[src/rtl/cache_fill_fsm_pkg.sv]
// Shared definitions for the cache block fill controller: block geometry,
// FSM state encoding and address helpers.
package cache_fill_fsm_pkg;

    localparam int unsigned ADDR_WIDTH        = 16;
    localparam int unsigned BLOCK_WORDS       = 8;
    localparam int unsigned OFFSET_WIDTH      = $clog2(BLOCK_WORDS);
    localparam int unsigned WORD_BYTES        = 2;
    localparam int unsigned BLOCK_BYTES       = BLOCK_WORDS * WORD_BYTES;
    localparam int unsigned BYTE_OFFSET_WIDTH = $clog2(BLOCK_BYTES);

    typedef enum logic {
        IDLE = 1'b0,
        FILL = 1'b1
    } fill_state_t;

    // Align a byte address down to the start of its cache block.
    function automatic logic [ADDR_WIDTH-1:0] block_base(input logic [ADDR_WIDTH-1:0] addr);
        block_base = {addr[ADDR_WIDTH-1:BYTE_OFFSET_WIDTH], {BYTE_OFFSET_WIDTH{1'b0}}};
    endfunction

    // Byte address of word 'idx' inside the block starting at 'base'.
    function automatic logic [ADDR_WIDTH-1:0] word_addr(input logic [ADDR_WIDTH-1:0]   base,
                                                        input logic [OFFSET_WIDTH-1:0] idx);
        word_addr = base + {{(ADDR_WIDTH-OFFSET_WIDTH-1){1'b0}}, idx, 1'b0};
    endfunction

endpackage

[src/rtl/cache_fill_fsm_fill_counter.sv]
// Word counter used by the fill controller for both issued reads and
// returned words. Sync clear has priority over enable; terminal marks the
// last word of a block.
module fill_counter
    import cache_fill_fsm_pkg::*;
(
    input  logic                    clk,
    input  logic                    rst,
    input  logic                    clear,
    input  logic                    enable,
    output logic [OFFSET_WIDTH-1:0] count,
    output logic                    terminal
);

    // Count words; clear restarts the block, async reset forces zero.
    always_ff @(posedge clk or posedge rst) begin
        if (rst) begin
            count <= '0;
        end else if (clear) begin
            count <= '0;
        end else if (enable) begin
            count <= count + OFFSET_WIDTH'(1);
        end
    end

    // Flag the final word index of the block.
    always_comb begin
        terminal = (count == OFFSET_WIDTH'(BLOCK_WORDS - 1));
    end

endmodule

[src/rtl/cache_fill_fsm.sv]
// Cache miss block-fill controller. On a miss it stalls the pipeline, issues
// one read per cycle for each word of the block, writes each returned word
// into the data array and writes the tag when the last word arrives.
// Completion is counted by returned words, so memory latency is not assumed.
module cache_fill_fsm
    import cache_fill_fsm_pkg::*;
(
    input  logic        clk,
    input  logic        rst,
    input  logic        miss_detected,
    input  logic [15:0] miss_address,
    input  logic        memory_data_valid,
    output logic        fsm_busy,
    output logic        memory_read,
    output logic [15:0] memory_address,
    output logic        write_data_array,
    output logic [2:0]  word_offset,
    output logic        write_tag_array
);

    fill_state_t                 state;
    logic [ADDR_WIDTH-1:0]       base;
    logic                        issue_done;

    logic [OFFSET_WIDTH-1:0]     issue_cnt;
    logic [OFFSET_WIDTH-1:0]     recv_cnt;
    logic                        issue_term;
    logic                        recv_term;
    logic                        start_fill;
    logic                        recv_en;

    // A new fill starts only from IDLE; misses during FILL are ignored.
    always_comb begin
        start_fill = (state == IDLE) && miss_detected;
        recv_en    = (state == FILL) && memory_data_valid;
    end

    fill_counter u_issue_cnt (
        .clk      (clk),
        .rst      (rst),
        .clear    (start_fill),
        .enable   (memory_read),
        .count    (issue_cnt),
        .terminal (issue_term)
    );

    fill_counter u_recv_cnt (
        .clk      (clk),
        .rst      (rst),
        .clear    (start_fill),
        .enable   (recv_en),
        .count    (recv_cnt),
        .terminal (recv_term)
    );

    // Fill sequencing: latch the block base on a miss, stop issuing after the
    // last word, and return to IDLE when the last word has been received.
    // issue_done extends the 3-bit issue counter to represent "all 8 issued".
    always_ff @(posedge clk or posedge rst) begin
        if (rst) begin
            state      <= IDLE;
            base       <= '0;
            issue_done <= 1'b0;
        end else begin
            case (state)
                IDLE: begin
                    if (miss_detected) begin
                        state      <= FILL;
                        base       <= block_base(miss_address);
                        issue_done <= 1'b0;
                    end
                end
                FILL: begin
                    if (memory_read && issue_term) begin
                        issue_done <= 1'b1;
                    end
                    if (recv_en && recv_term) begin
                        state <= IDLE;
                    end
                end
                default: begin
                    state <= IDLE;
                end
            endcase
        end
    end

    // Outputs react within the cycle: the stall asserts in the miss cycle and
    // array writes coincide with the returned word.
    always_comb begin
        fsm_busy         = (state == FILL) || start_fill;
        memory_read      = (state == FILL) && !issue_done;
        memory_address   = memory_read ? word_addr(base, issue_cnt) : base;
        write_data_array = recv_en;
        word_offset      = recv_en ? recv_cnt : '0;
        write_tag_array  = recv_en && recv_term;
    end

endmodule

[config.mk]
export PLATFORM = sky130hd
export DESIGN_NAME = cache_fill_fsm
export DESIGN_NICKNAME = d
export VERILOG_FILES = /design/src/rtl/cache_fill_fsm_pkg.sv /design/src/rtl/cache_fill_fsm_fill_counter.sv /design/src/rtl/cache_fill_fsm.sv
export SDC_FILE = /design/constraint.sdc
export NUM_CORES = 1
export LEC_CHECK = 0
export ABC_AREA = 1
export CAP_MARGIN = 20
export CELL_PAD_IN_SITES_DETAIL_PLACEMENT = 0
export CELL_PAD_IN_SITES_GLOBAL_PLACEMENT = 1
export CORE_MARGIN = 2
export CORE_UTILIZATION = 28
export DETAILED_ROUTE_END_ITERATION = 16
export GPL_TIMING_DRIVEN = 0
export PLACE_DENSITY = 0.77
export SLEW_MARGIN = 20
export SYNTH_ARGS = -nofsm -noshare
export SYNTH_HDL_FRONTEND = slang
export SYNTH_SLANG_ARGS = --single-unit
export TNS_END_PERCENT = 100
[constraint.sdc]
create_clock -name clk -period 1.5 [get_ports clk]
set_input_delay 0.45 -clock clk [delete_from_list [all_inputs] [get_ports clk]]
set_output_delay 0.45 -clock clk [all_outputs]
set_load 0.005 [all_outputs]
== Word level (Yosys, flattened, before mapping) ==
Cells that the tools add are included.

* Add/sub/neg operators: 3
* Equal/unequal tests: 4
* Mux-type cells: 12
* Bitwise operators: 1
* Reduce and logical (&&, ||, !) cells: 11

{| class="wikitable"
|+ Operators with widths
! cell !! number
|-
| adder 16 x 4 -> 16 bit || 1
|-
| 2-to-1 mux 16 bit || 1
|-
| 2-to-1 mux 3 bit || 5
|-
| adder 3 x 1 -> 3 bit (second input constant) || 2
|-
| == test 3 bit (second input constant) || 2
|-
| logical AND 1 bit || 5
|-
| 2-to-1 mux 1 bit || 4
|-
| case mux 1 bit (2 select lines) || 2
|-
| AND reduction 2 bit || 2
|-
| nonzero test 2 bit || 2
|-
| != test 2 x 1 -> 1 bit (second input constant) || 1
|-
| != test 2 bit (second input constant) || 1
|-
| zero test 1 bit || 1
|-
| logical OR 1 bit || 1
|-
| NOT 1 bit || 1
|}

* Bits in registers: 20
* Bits of input ports: 20

== Logic depth before layout (Yosys ltp) ==
* Depth after elaboration: 5
* Mapped depth: 6
* Depth with buffers taken out: 6

== By module ==
From an unflattened synthesis, not the netlist that was laid out.

* Cell total of the unflattened synthesis: 121
* Area total of the unflattened synthesis: 967.2 um^2

{| class="wikitable"
|+ Modules (own cells, without submodules)
! module !! instances !! cells an instance !! area an instance (um^2) !! seq. area each (um^2)
|-
| cache_fill_fsm || 1 || 85 || 656.9 || 350.3
|-
| fill_counter || 2 || 18 || 155.1 || 75.1
|}

== Least setup slack after synthesis ==
Ideal clock, no wire load.

* Kind: reg2out
* From: register u_recv_cnt.count[0]
* To: output write_tag_array
* Arrival time: 0.829 ns
* Required time: 1.050 ns
* Path slack: 0.221 ns
* Cell stages (with the launch flop): 5
* Cells stage by stage: dfrtp_1 ha_1 ha_1 inv_1 nor2_1

* Longest elaborated chain between the ends: 2

{| class="wikitable"
|+ Ends and longest elaborated chain
! what !! RTL line !! RTL
|-
| start, declared || cache_fill_fsm_fill_counter.sv:11 || <nowiki>output logic [OFFSET_WIDTH-1:0] count,</nowiki>
|-
| start signal, assigned || cache_fill_fsm_fill_counter.sv:22 || <nowiki>count <= count + OFFSET_WIDTH'(1);</nowiki>
|-
| == test 3 bit || cache_fill_fsm_fill_counter.sv:28 || <nowiki>terminal = (count == OFFSET_WIDTH'(BLOCK_WORDS - 1));</nowiki>
|-
| logical AND 1 bit || cache_fill_fsm.sv:96 || <nowiki>write_tag_array = recv_en && recv_term;</nowiki>
|-
| end, declared || cache_fill_fsm.sv:18 || <nowiki>output logic write_tag_array</nowiki>
|}

No other way between the ends.

== Final worst setup path ==
* From: register u_recv_cnt.count[1]
* To: output write_tag_array

Same word-level chain as after synthesis.

==> key figures <==
Run status
  – Status: complete, but fails checks
  – Failing checks: setup timing

Routing
  – Post-Route WL: 2550 microns
  – Iteration-0 DRC Markers: 22
  – DRC errors left: 0
  – Pre-antenna DRT Iters: 4
  – Drt via density: 4.30
  – Antenna-violating nets left: 0
  – Total number of vias: ~950
  – WL/cell: 11.5 microns

Placement
  – IO buf count: 37
  – Pre-CTS WS: -0.700 ns
  – GP Congestion: 0.707
  – DP Cell Count: about 190
  – HPWL after DPL: 1610 microns
  – Cell Area, Placed: roughly 1400 sq um

Final layout
  – Post-Layout Cell Count: around 220
  – Diode count: 0
  – Area Growth Syn to Fin: 75.7%
  – Layout cells sized above 1: roughly 31%
  – Final core utilization: between 50% and 60%
  – Final net count: 202
  – Design area: 1640 sq um
  – Fillers: about 330

Worst setup path
  – Worst path required time: 1.05 ns
  – Critical path class: register to output port
  – Critical path capture point type: output port
  – Buf/Inv on CP: 2
  – Cell family with most CP delay: flip-flops
  – Worst reg2reg startpoint: state
  – Slowest Stage Delay on Critical Path: 0.43 ns
  – Critical Path AT: 1.25 ns
  – R2r endpoint: base[13]
  – Worst setup SP type: register
  – Slowest-stage cell, CP: dfrtp_1
  – CP Cell Sequence: ha_4, ha_4, inv_2, nor2_1, buf_2
  – CP max FO: 2
  – Critical Path Most Common Cell: ha_4
  – Flop2flop setup slack: 0.09 ns
  – Worst r2r path cells: 9

Synthesis
  – Cell taking the most area after synthesis: dfrtp_1
  – Number of flops mapped to enable cells by yosys: 0
  – Commonest cells in the netlist: nand2_1 (40), dfrtp_1 (20), nand3_1 (19)
  – Register area share after synthesis: 53.8%
  – Async SR Flop Fraction: 100%
  – Mapped Area: 931 sq um
  – Syn Area/Cell: 8.24 sq um
  – YS warnings: 0
  – Yosys reg bits: 20
  – Top FF cell, synth: dfrtp_1
  – Top cell type's share of synthesized area: around 54%
  – Netlist cell types: 13
  – Count leader, synth: nand2_1
  – Mapped Cells: ~110
  – Synth area leaders: dfrtp_1 (54%), nand2_1 (16%), nand3_1 (10%)
  – Mapped Nets: 137

Clock tree
  – CTS tree: yes
  – H-tree depth: 1
  – Post-CTS Hold Buffers: 0
  – CTS Buf Count: 3
  – CTS Root Cell: clkbuf_4
  – Clock Sinks: 20
  – CTS max path bufs: 2
  – Worst-Skew Late Latency: roughly 0.30 ns
  – Clock-pin slew on the worst setup and hold paths: 0.11 ns

Timing
  – Final Cycle Share: 114%
  – Relative slew slack: 50.0%
  – Worst Skew: 0.00234 ns
  – Maximum clock frequency: 587 MHz
  – Setup Viol. Count Final: 10
  – Worst Tran Pin Value: 0.749 ns
  – RSZ-0062 raised after global routing: yes
  – Final setup margin: -0.205 ns
  – Final hold vios: 0
  – Fin crit period: 1.70 ns
  – Slew Viols, Final: 0

Floorplanning
  – Core ar.: about 3100 sq um
  – IO Pins: 43
  – Die Span Y: 61.7 microns
  – Row cnt: 20
  – Initial core utilization: 30.0%
  – DIE WIDTH: 61.7 microns
  – Die ar.: 3800 sq um

Global routing
  – GRT Util Overall: 13.2%
  – First-pass GRT wire length: 3630 microns
  – Initial antenna violation count: 0
  – Gr ovfl total: 0
  – Vias in the first global route: 829
  – Pin count of the biggest net entering global routing: 21

Pwr
  – Seq pwr share: 33.5%
  – Internal: approximately 0.0018 W
  – Switching share of power: between 30% and 40%
  – Pwr Density: 1740 nW/um^2
  – VDD IR max: 0.454 mV
  – P_leak: 0.901 nW
  – Sw Pwr: between 0.001 and 0.0015 W
  – Share of power burned in the clock network: 10.7%
  – Logic pwr share: 55.7%

Hold path
  – Hold Path Class: register to register
  – Min-delay src: base[8]
  – Worst hold path depth: 2
  – Endpoint, Worst Hold: base[8]

Run
  – Max_cap viols: 0
-- area by class of cell --
type	count	area (sq um)	share of cell area [%]
clock buffer	4	36.3	2.22
tap	44	55.1	3.37
timing repair buffer	60	534	32.7
multi-input combinational	74	410	25.1
sequential	20	502	30.7
inverter	15	66.3	4.06
buffer	4	31.3	1.91
-- per-stage QoR --
step                      hold WS [ns]  total power, W  setup TNS [ns]
final                            0.478         0.00285           -1.27
after global routing             0.511         0.00309           -1.79
after CTS                        0.484         0.00256           -1.31
after detailed placement         0.462         0.00212           -5.34
after global placement           0.453         0.00207           -5.20
after floorplan                  0.414         0.00146               0
-- repair_timing --
action	in CTS	in global routing
resized for setup	67	19
pin swaps	5	3
setup endpoints to repair	22	10
buffers inserted	16	10
-- power by group through the flow --
stage	logic [W]	clock network (W)	registers [W]
after floorplan	0.000501	0	0.000957
after global routing	0.00177	0.000333	0.000994
after CTS	0.00129	0.000316	0.000946
after detailed placement	0.00115	0	0.000968
after global placement	0.00111	0	0.000956
final	0.00159	0.000306	0.000956
-- cells in the final DEF (no fill, tap or decap) --
cell type | synthesis | routed
nand2_1 | 40 | 37
dfrtp_1 | 20 | 19
nand3_1 | 19 | 18
buf_4 | 1 | 16
clkdlybuf4s50_1 | 0 | 13
dlygate4sd2_1 | 0 | 13
buf_6 | 1 | 10
inv_1 | 14 | 9
nor2_1 | 8 | 8
buf_2 | 2 | 7
clkbuf_4 | 0 | 4
inv_2 | 1 | 3
inv_4 | 0 | 2
nand2_8 | 0 | 2
ha_4 | 0 | 2
ha_1 | 4 | 2
nand2_4 | 1 | 1
nand2_2 | 0 | 1
o21ai_0 | 1 | 1
inv_6 | 0 | 1
nand3_2 | 0 | 1
conb_1 | 1 | 1
clkbuf_8 | 0 | 1
clkdlybuf4s15_1 | 0 | 1
clkbuf_2 | 0 | 1
clkdlybuf4s15_2 | 0 | 1
buf_12 | 0 | 1
dfrtp_2 | 0 | 1
-- how the worst max path moves through the flow --
stage                         from  slack (ns)  depth (start not counted)          endpoint
3_5_place_dp     memory_data_valid       -0.70                          4  write_data_array
3_3_place_gp     memory_data_valid       -0.70                          4  write_data_array
4_1_cts        u_recv_cnt.count[1]       -0.22                          5   write_tag_array
6_report       u_recv_cnt.count[1]       -0.20                          5   write_tag_array
5_1_grt        u_recv_cnt.count[1]       -0.26                          5   write_tag_array
2_1_floorplan  u_recv_cnt.count[0]        0.22                          4   write_tag_array
-- tightest hold or removal path: cells and delay by family, from the launching register on --
family           cells  cell delay, ns
AND/OR/NAND/NOR      2            0.10
flip-flops           1            0.36
-- logic make-up (layout without fill, tap and decap cells) --
| kind of cell | count (synthesis) | after routing | share of synthesized area [%] |
|---|---|---|---|
| AO/OA/AOI/OAI | 1 | 1 | 0.537 |
| other | 1 | 1 | 0.403 |
| AND/OR/NAND/NOR | 68 | 68 | 30.8 |
| adder cells (fa/ha/maj) | 4 | 4 | 5.38 |
| buffers and inverters | 19 | 83 | 9.14 |
| flip-flops | 20 | 20 | 53.8 |
-- sequential cells by signal (all words and copies together), names as in the netlist --
name	flops
issue_done	1
u_recv_cnt.count	3
u_issue_cnt.count	3
base	12
state	1
-- metal layers --
| layer | global-route usage (%) | vias to the layer above | part of all wire, % |
|---|---|---|---|
| met4 | 5.47 | 0 | 2.7 |
| met1 | 15.8 | 444 | 41 |
| met2 | 24.1 | 24 | 53 |
| li1 | - | 477 | - |
| met3 | 1.26 | 6 | 3.3 |
| met5 | 0 | - | 0 |
(Power assumes the default switching activity.)
